--- src/rtl/vsi_pkg.sv ---
// Shared VSI code-link definitions: checker state encoding and default widths
// common to the code generator and the code checker.
package vsi_pkg;

  localparam int VSI_DATA_WIDTH = 8;
  localparam int VSI_ERR_WIDTH  = 8;

  typedef enum logic [1:0] {
    ST_IDLE  = 2'd0,
    ST_CHECK = 2'd1,
    ST_DONE  = 2'd2
  } vsi_state_e;

endpackage

--- src/rtl/vsi_sat_cnt.sv ---
// Saturating up-counter with synchronous clear; holds at all-ones once reached.
module vsi_sat_cnt #(
  parameter int WIDTH = 8
) (
  input  logic             clk,
  input  logic             rst_l,
  input  logic             clr_i,
  input  logic             inc_i,
  output logic [WIDTH-1:0] cnt_o
);

  logic [WIDTH-1:0] cnt_q, cnt_d;

  always_comb begin
    cnt_d = cnt_q;
    if (clr_i) begin
      cnt_d = '0;
    end else if (inc_i && (cnt_q != '1)) begin
      cnt_d = cnt_q + 1'b1;
    end
  end

  always_ff @(posedge clk or negedge rst_l) begin
    if (!rst_l) begin
      cnt_q <= '0;
    end else begin
      cnt_q <= cnt_d;
    end
  end

  assign cnt_o = cnt_q;

endmodule

--- src/rtl/vsi_codecheck.sv ---
// Sink-side checker for the VSI incrementing code stream (0..all-ones).
// Define VSI_CODECHECK_ERRLOG_EN to capture expected/received at first mismatch.
module vsi_codecheck
  import vsi_pkg::*;
#(
  parameter int DATA_WIDTH    = VSI_DATA_WIDTH,
  parameter int ERR_WIDTH     = VSI_ERR_WIDTH,
  parameter int SYNC_ON_FIRST = 0
) (
  input  logic                  clk,
  input  logic                  rst_l,
  input  logic                  clear,
  input  logic                  valid,
  input  logic [DATA_WIDTH-1:0] data,
  output logic                  busy,
  output logic                  done,
  output logic                  pass,
  output logic [ERR_WIDTH-1:0]  err_cnt,
  output logic                  err_pulse,
  output logic [DATA_WIDTH-1:0] first_err_exp,
  output logic [DATA_WIDTH-1:0] first_err_got
);

  vsi_state_e            state_q;
  logic [DATA_WIDTH-1:0] exp_q, exp_d;
  logic                  busy_q, done_q, pass_q, errPulse_q;
  logic [ERR_WIDTH-1:0]  errCnt;

  logic                  sample, isSeed, mismatch, isLast;
  logic [DATA_WIDTH-1:0] cmpExp;

  // In IDLE with sync enabled the first word becomes its own reference.
  assign sample   = valid && !clear && (state_q != ST_DONE);
  assign isSeed   = (SYNC_ON_FIRST != 0) && (state_q == ST_IDLE);
  assign cmpExp   = isSeed ? data : exp_q;
  assign mismatch = sample && (data != cmpExp);
  assign isLast   = (cmpExp == '1);
  assign exp_d    = cmpExp + 1'b1;

  vsi_sat_cnt #(
    .WIDTH(ERR_WIDTH)
  ) u_errCnt (
    .clk  (clk),
    .rst_l(rst_l),
    .clr_i(clear),
    .inc_i(mismatch),
    .cnt_o(errCnt)
  );

  always_ff @(posedge clk or negedge rst_l) begin
    if (!rst_l) begin
      state_q    <= ST_IDLE;
      exp_q      <= '0;
      busy_q     <= 1'b0;
      done_q     <= 1'b0;
      pass_q     <= 1'b0;
      errPulse_q <= 1'b0;
    end else if (clear) begin
      state_q    <= ST_IDLE;
      exp_q      <= '0;
      busy_q     <= 1'b0;
      done_q     <= 1'b0;
      pass_q     <= 1'b0;
      errPulse_q <= 1'b0;
    end else begin
      errPulse_q <= mismatch;
      if (sample) begin
        // The all-ones position terminates the run; expected never wraps.
        if (isLast) begin
          state_q <= ST_DONE;
          busy_q  <= 1'b0;
          done_q  <= 1'b1;
          pass_q  <= (errCnt == '0) && !mismatch;
        end else begin
          state_q <= ST_CHECK;
          busy_q  <= 1'b1;
          exp_q   <= exp_d;
        end
      end
    end
  end

  assign busy      = busy_q;
  assign done      = done_q;
  assign pass      = pass_q;
  assign err_cnt   = errCnt;
  assign err_pulse = errPulse_q;

`ifdef VSI_CODECHECK_ERRLOG_EN
  logic                  logged_q;
  logic [DATA_WIDTH-1:0] firstExp_q, firstGot_q;

  always_ff @(posedge clk or negedge rst_l) begin
    if (!rst_l) begin
      logged_q   <= 1'b0;
      firstExp_q <= '0;
      firstGot_q <= '0;
    end else if (clear) begin
      logged_q   <= 1'b0;
      firstExp_q <= '0;
      firstGot_q <= '0;
    end else if (mismatch && !logged_q) begin
      logged_q   <= 1'b1;
      firstExp_q <= cmpExp;
      firstGot_q <= data;
    end
  end

  assign first_err_exp = firstExp_q;
  assign first_err_got = firstGot_q;
`else
  assign first_err_exp = '0;
  assign first_err_got = '0;
`endif

endmodule
--- config.mk ---
export PLATFORM = sky130hd
export DESIGN_NAME = vsi_codecheck
export DESIGN_NICKNAME = d
export VERILOG_FILES = /design/src/rtl/vsi_pkg.sv /design/src/rtl/vsi_sat_cnt.sv /design/src/rtl/vsi_codecheck.sv
export SDC_FILE = /design/constraint.sdc
export NUM_CORES = 1
export LEC_CHECK = 0
export CAP_MARGIN = 20
export CORE_UTILIZATION = 38
export DETAILED_ROUTE_END_ITERATION = 7
export PLACE_DENSITY = 0.74
export SYNTH_ARGS = -nofsm -noshare
export SYNTH_HDL_FRONTEND = slang
export SYNTH_SLANG_ARGS = --single-unit
--- constraint.sdc ---
create_clock -name clk -period 3.1 [get_ports clk]
set_input_delay 0.775 -clock clk [delete_from_list [all_inputs] [get_ports clk]]
set_output_delay 0.775 -clock clk [all_outputs]
set_load 0.01 [all_outputs]
==> out/metrics.cfg <==
[placement]
gp_congestion=0.800
io_buffers=23
dp_hpwl_um=1960

[setup_path]
r2r_start=cmpExp[1]
required_ns=3.30
criticalPathCategory=input pin to register
critical_path.endpoint=u_errCnt.cnt_o[5]
path_cells=clkdlybuf4s50_1 > xor2_2 > nor4_2 > nand2_2 > nand4_1 > mux2_1
r2r_slack_ns=1.23
path_delay_family=simple AND/OR/NAND/NOR gates
worst-path-buf-inv=1
slowest_delay_ns=0.44
slowest_stage=clkdlybuf4s50_1
critPathCaptureType=register
ff2ff_path_depth=5
reg2reg_to=u_errCnt.cnt_o[5]
critical_path_depth=6
path_max_fanout=8
arrival_ns=2.45
start_kind=input pin
crit_start=data[1]

[floorplan]
core_area_mm2=0.00339
die_y_um=61.9
row_count=21
boundaryPins=40
initial_core_util_pct=40.3
dieWidth_um=61.9
dieArea_mm2=0.00384

[clocking]
cts.repair.resized=0
cts_hold_buf=0
cts_buffers=3
ctsLongestPathBuffers=2
htreeDepth=1
cts_setup_buffers=0
root_buffer=clkbuf_4
insertion_delay_ns=0.31
tritoncts=done
cts.clk_slew.worst_paths_ns=0.13
cts.sink_count=21

[pwr]
peakVddDrop_mv=0.149
swShare_pct=28.3
power_frac_comb_pct=17.6
seqPwrFrac_pct=56.2
finalPower_mw=0.521
switchingPower_mw=0.148
p_leak_nw=0.723
clockPowerShare_pct=26.2
p_int_mw=0.373
p_per_area_mw_per_mm2=324

[timing]
fmax_mhz=445
setup_tns_ns=0
maxSlewViolCount=0
min_period_ns=2.25
setup_violations=0
fin_crit_sh_pct=72.5
clock_skew_ns=0.00796
rsz0062_at_grt=false
finalHoldViolCount=0

[route]
drcViolationCount=0
wire_per_inst_um=11.9
viasPerCell=4.76
routed_wl_um=2600
detailroute.via_count=1038
drt-initial-drc-count=24
drtAntennaViolNets=0
first_pass_iters=4

[global_routing]
first_global_vias=953
grt_use_total_pct=15.7
antenna_found_initial=0
globalRouteOverflowTotal=0
grt_pass1_wl_um=4370
grt_max_degree=27

[yosys]
synth_compound_area_share_pct=6.60
yosys_warnings=0
syn_area_per_cell_um2=9.16
ys_seq_area_share_pct=38.5
synth_cell_type_count=36
ys_ff_latch=21
syn_area_mm2=0.00137
yosys.area_share.xor_xnor_pct=8.89
synth_top_family_by_area=simple AND/OR/NAND/NOR gates
yosys.area_share.adder_pct=2.75
synth_mux_area_share_pct=5.68
synthCells=149
synthSimpleGateAreaFrac_pct=25.8

[run_status]
outcome=completed

[finish]
insertedDiodeCount=0
final_core_util_pct=47.4
synthToLayoutAreaGrowth_pct=17.6
drive_gt1_share_pct=7.56
final_net_count=188
fill_cells=326

[flow_run]
maxCapViolations=0

[worst_hold_path]
hold_class=register to register

[cells in the mapped netlist, drive strengths merged]
cell type / number / area share, %
inv: 3 / 0.82
nand4: 8 / 3.7
nand3b: 1 / 0.55
nand3: 6 / 2.2
clkbuf: 4 / 1.1
or2: 1 / 0.46
xnor2: 1 / 0.64
a21oi: 5 / 1.8
nor2: 19 / 5.2
nand2b: 5 / 2.3
a211oi: 2 / 1.1
dfrtp: 21 / 38
xor2: 12 / 8.2
o211a: 1 / 0.73
a31o: 1 / 0.64
a311oi: 1 / 0.64
and3: 4 / 1.8
nor3b: 1 / 0.55
ha: 3 / 2.8
a31oi: 2 / 0.92
and2: 2 / 1.1
conb: 1 / 0.27
buf: 17 / 9.6
mux2i: 4 / 2.9
nor2b: 4 / 1.8
mux2: 3 / 2.7
nand2: 9 / 2.7
nor4: 3 / 2.3
nor3: 3 / 1.1
o21ai: 2 / 0.73
[power groups by stage]
stage / clock (mW) / combinational, mW / sequential [mW]
after CTS: 0.138 / 0.0931 / 0.293
after detailed placement: 0 / 0.0928 / 0.298
after global placement: 0 / 0.0917 / 0.298
after global routing: 0.150 / 0.105 / 0.295
final: 0.136 / 0.0919 / 0.292
after floorplan: 0 / 0.0665 / 0.298
[sequential cells by signal, summed over array words and instances, names as in the netlist]
| name | count |
|---|---|
| u_errCnt.cnt_o | 8 |
| cmpExp | 8 |
| done | 1 |
| state_q | 2 |
| pass | 1 |
| err_pulse | 1 |
[per-stage QoR]
step / cell area [µm²] / hold WS (ns) / std cells / setup slack, ns
after floorplan: 1420 / 0.479 / 164 / 1.10
after global placement: 1580 / 0.504 / 214 / 0.517
after detailed placement: 1580 / 0.513 / 214 / 0.509
after CTS: 1610 / 0.544 / 218 / 0.847
after global routing: 1610 / 0.556 / 218 / 0.757
final: 1610 / 0.541 / 218 / 0.852
[worst reg2reg max path, delay by kind of cell, from the launching register on]
family,cells,cell delay (ns)
multiplexers,1,0.32
XOR/XNOR,1,0.20
flip-flops,1,0.48
AND/OR/NAND/NOR,3,0.76
[layout make-up]
class	instances	area (µm²)	share of cell area (%)
multi-input cells	119	738	46.0
flip-flops and latches	21	526	32.7
repair buffers	25	245	15.3
well taps	46	57.6	3.59
clock buffers	3	22.5	1.40
inverters	3	11.3	0.701
clock inverters	1	5.00	0.312
[metal layers]
metal,track usage [%],wire length [µm],part of all wire (%),vias to the layer above
li1,-,-,-,522
met3,2.07,59,2.3,4
met2,25.0,1240,48,23
met5,0,0,0,-
met1,21.6,1270,49,489
met4,6.03,36,1.4,0
[cell usage in the layout (no fill, tap or decap), drive strengths merged]
cell type,count
clkdlybuf4s50,23
dfrtp,21
nor2,19
conb,16
xor2,12
nand2,9
nand4,8
nand3,6
nand2b,5
a21oi,5
nor2b,4
and3,4
mux2i,4
inv,3
nor3,3
ha,3
clkbuf,3
nor4,3
mux2,3
a31oi,2
a211oi,2
o21ai,2
buf,2
and2,2
o211a,1
a31o,1
or2,1
nor3b,1
nand3b,1
a311oi,1
xnor2,1
clkinv,1
[kinds of logic (layout without fill, tap and decap cells)]
| logic type | after synthesis | count (layout) |
|---|---|---|
| AO/OA/AOI/OAI | 14 | 14 |
| flip-flops | 21 | 21 |
| adder cells (fa/ha/maj) | 3 | 3 |
| other | 1 | 16 |
| XOR/XNOR | 13 | 13 |
| buffers and inverters | 24 | 32 |
| AND/OR/NAND/NOR | 66 | 66 |
| multiplexers | 7 | 7 |
[how the worst min path moves through the flow]
stage / startpoint / endpoint / slack (ns) / cells past startpoint
3_5_place_dp: pass / pass / 0.51 / 2
5_1_grt: pass / pass / 0.56 / 2
3_3_place_gp: done / done / 0.50 / 2
6_report: pass / pass / 0.54 / 2
2_1_floorplan: rst_l / cmpExp[0] / 0.48 / 0
4_1_cts: pass / pass / 0.54 / 2
No activity file was read; power rests on OpenSTA's default activity.
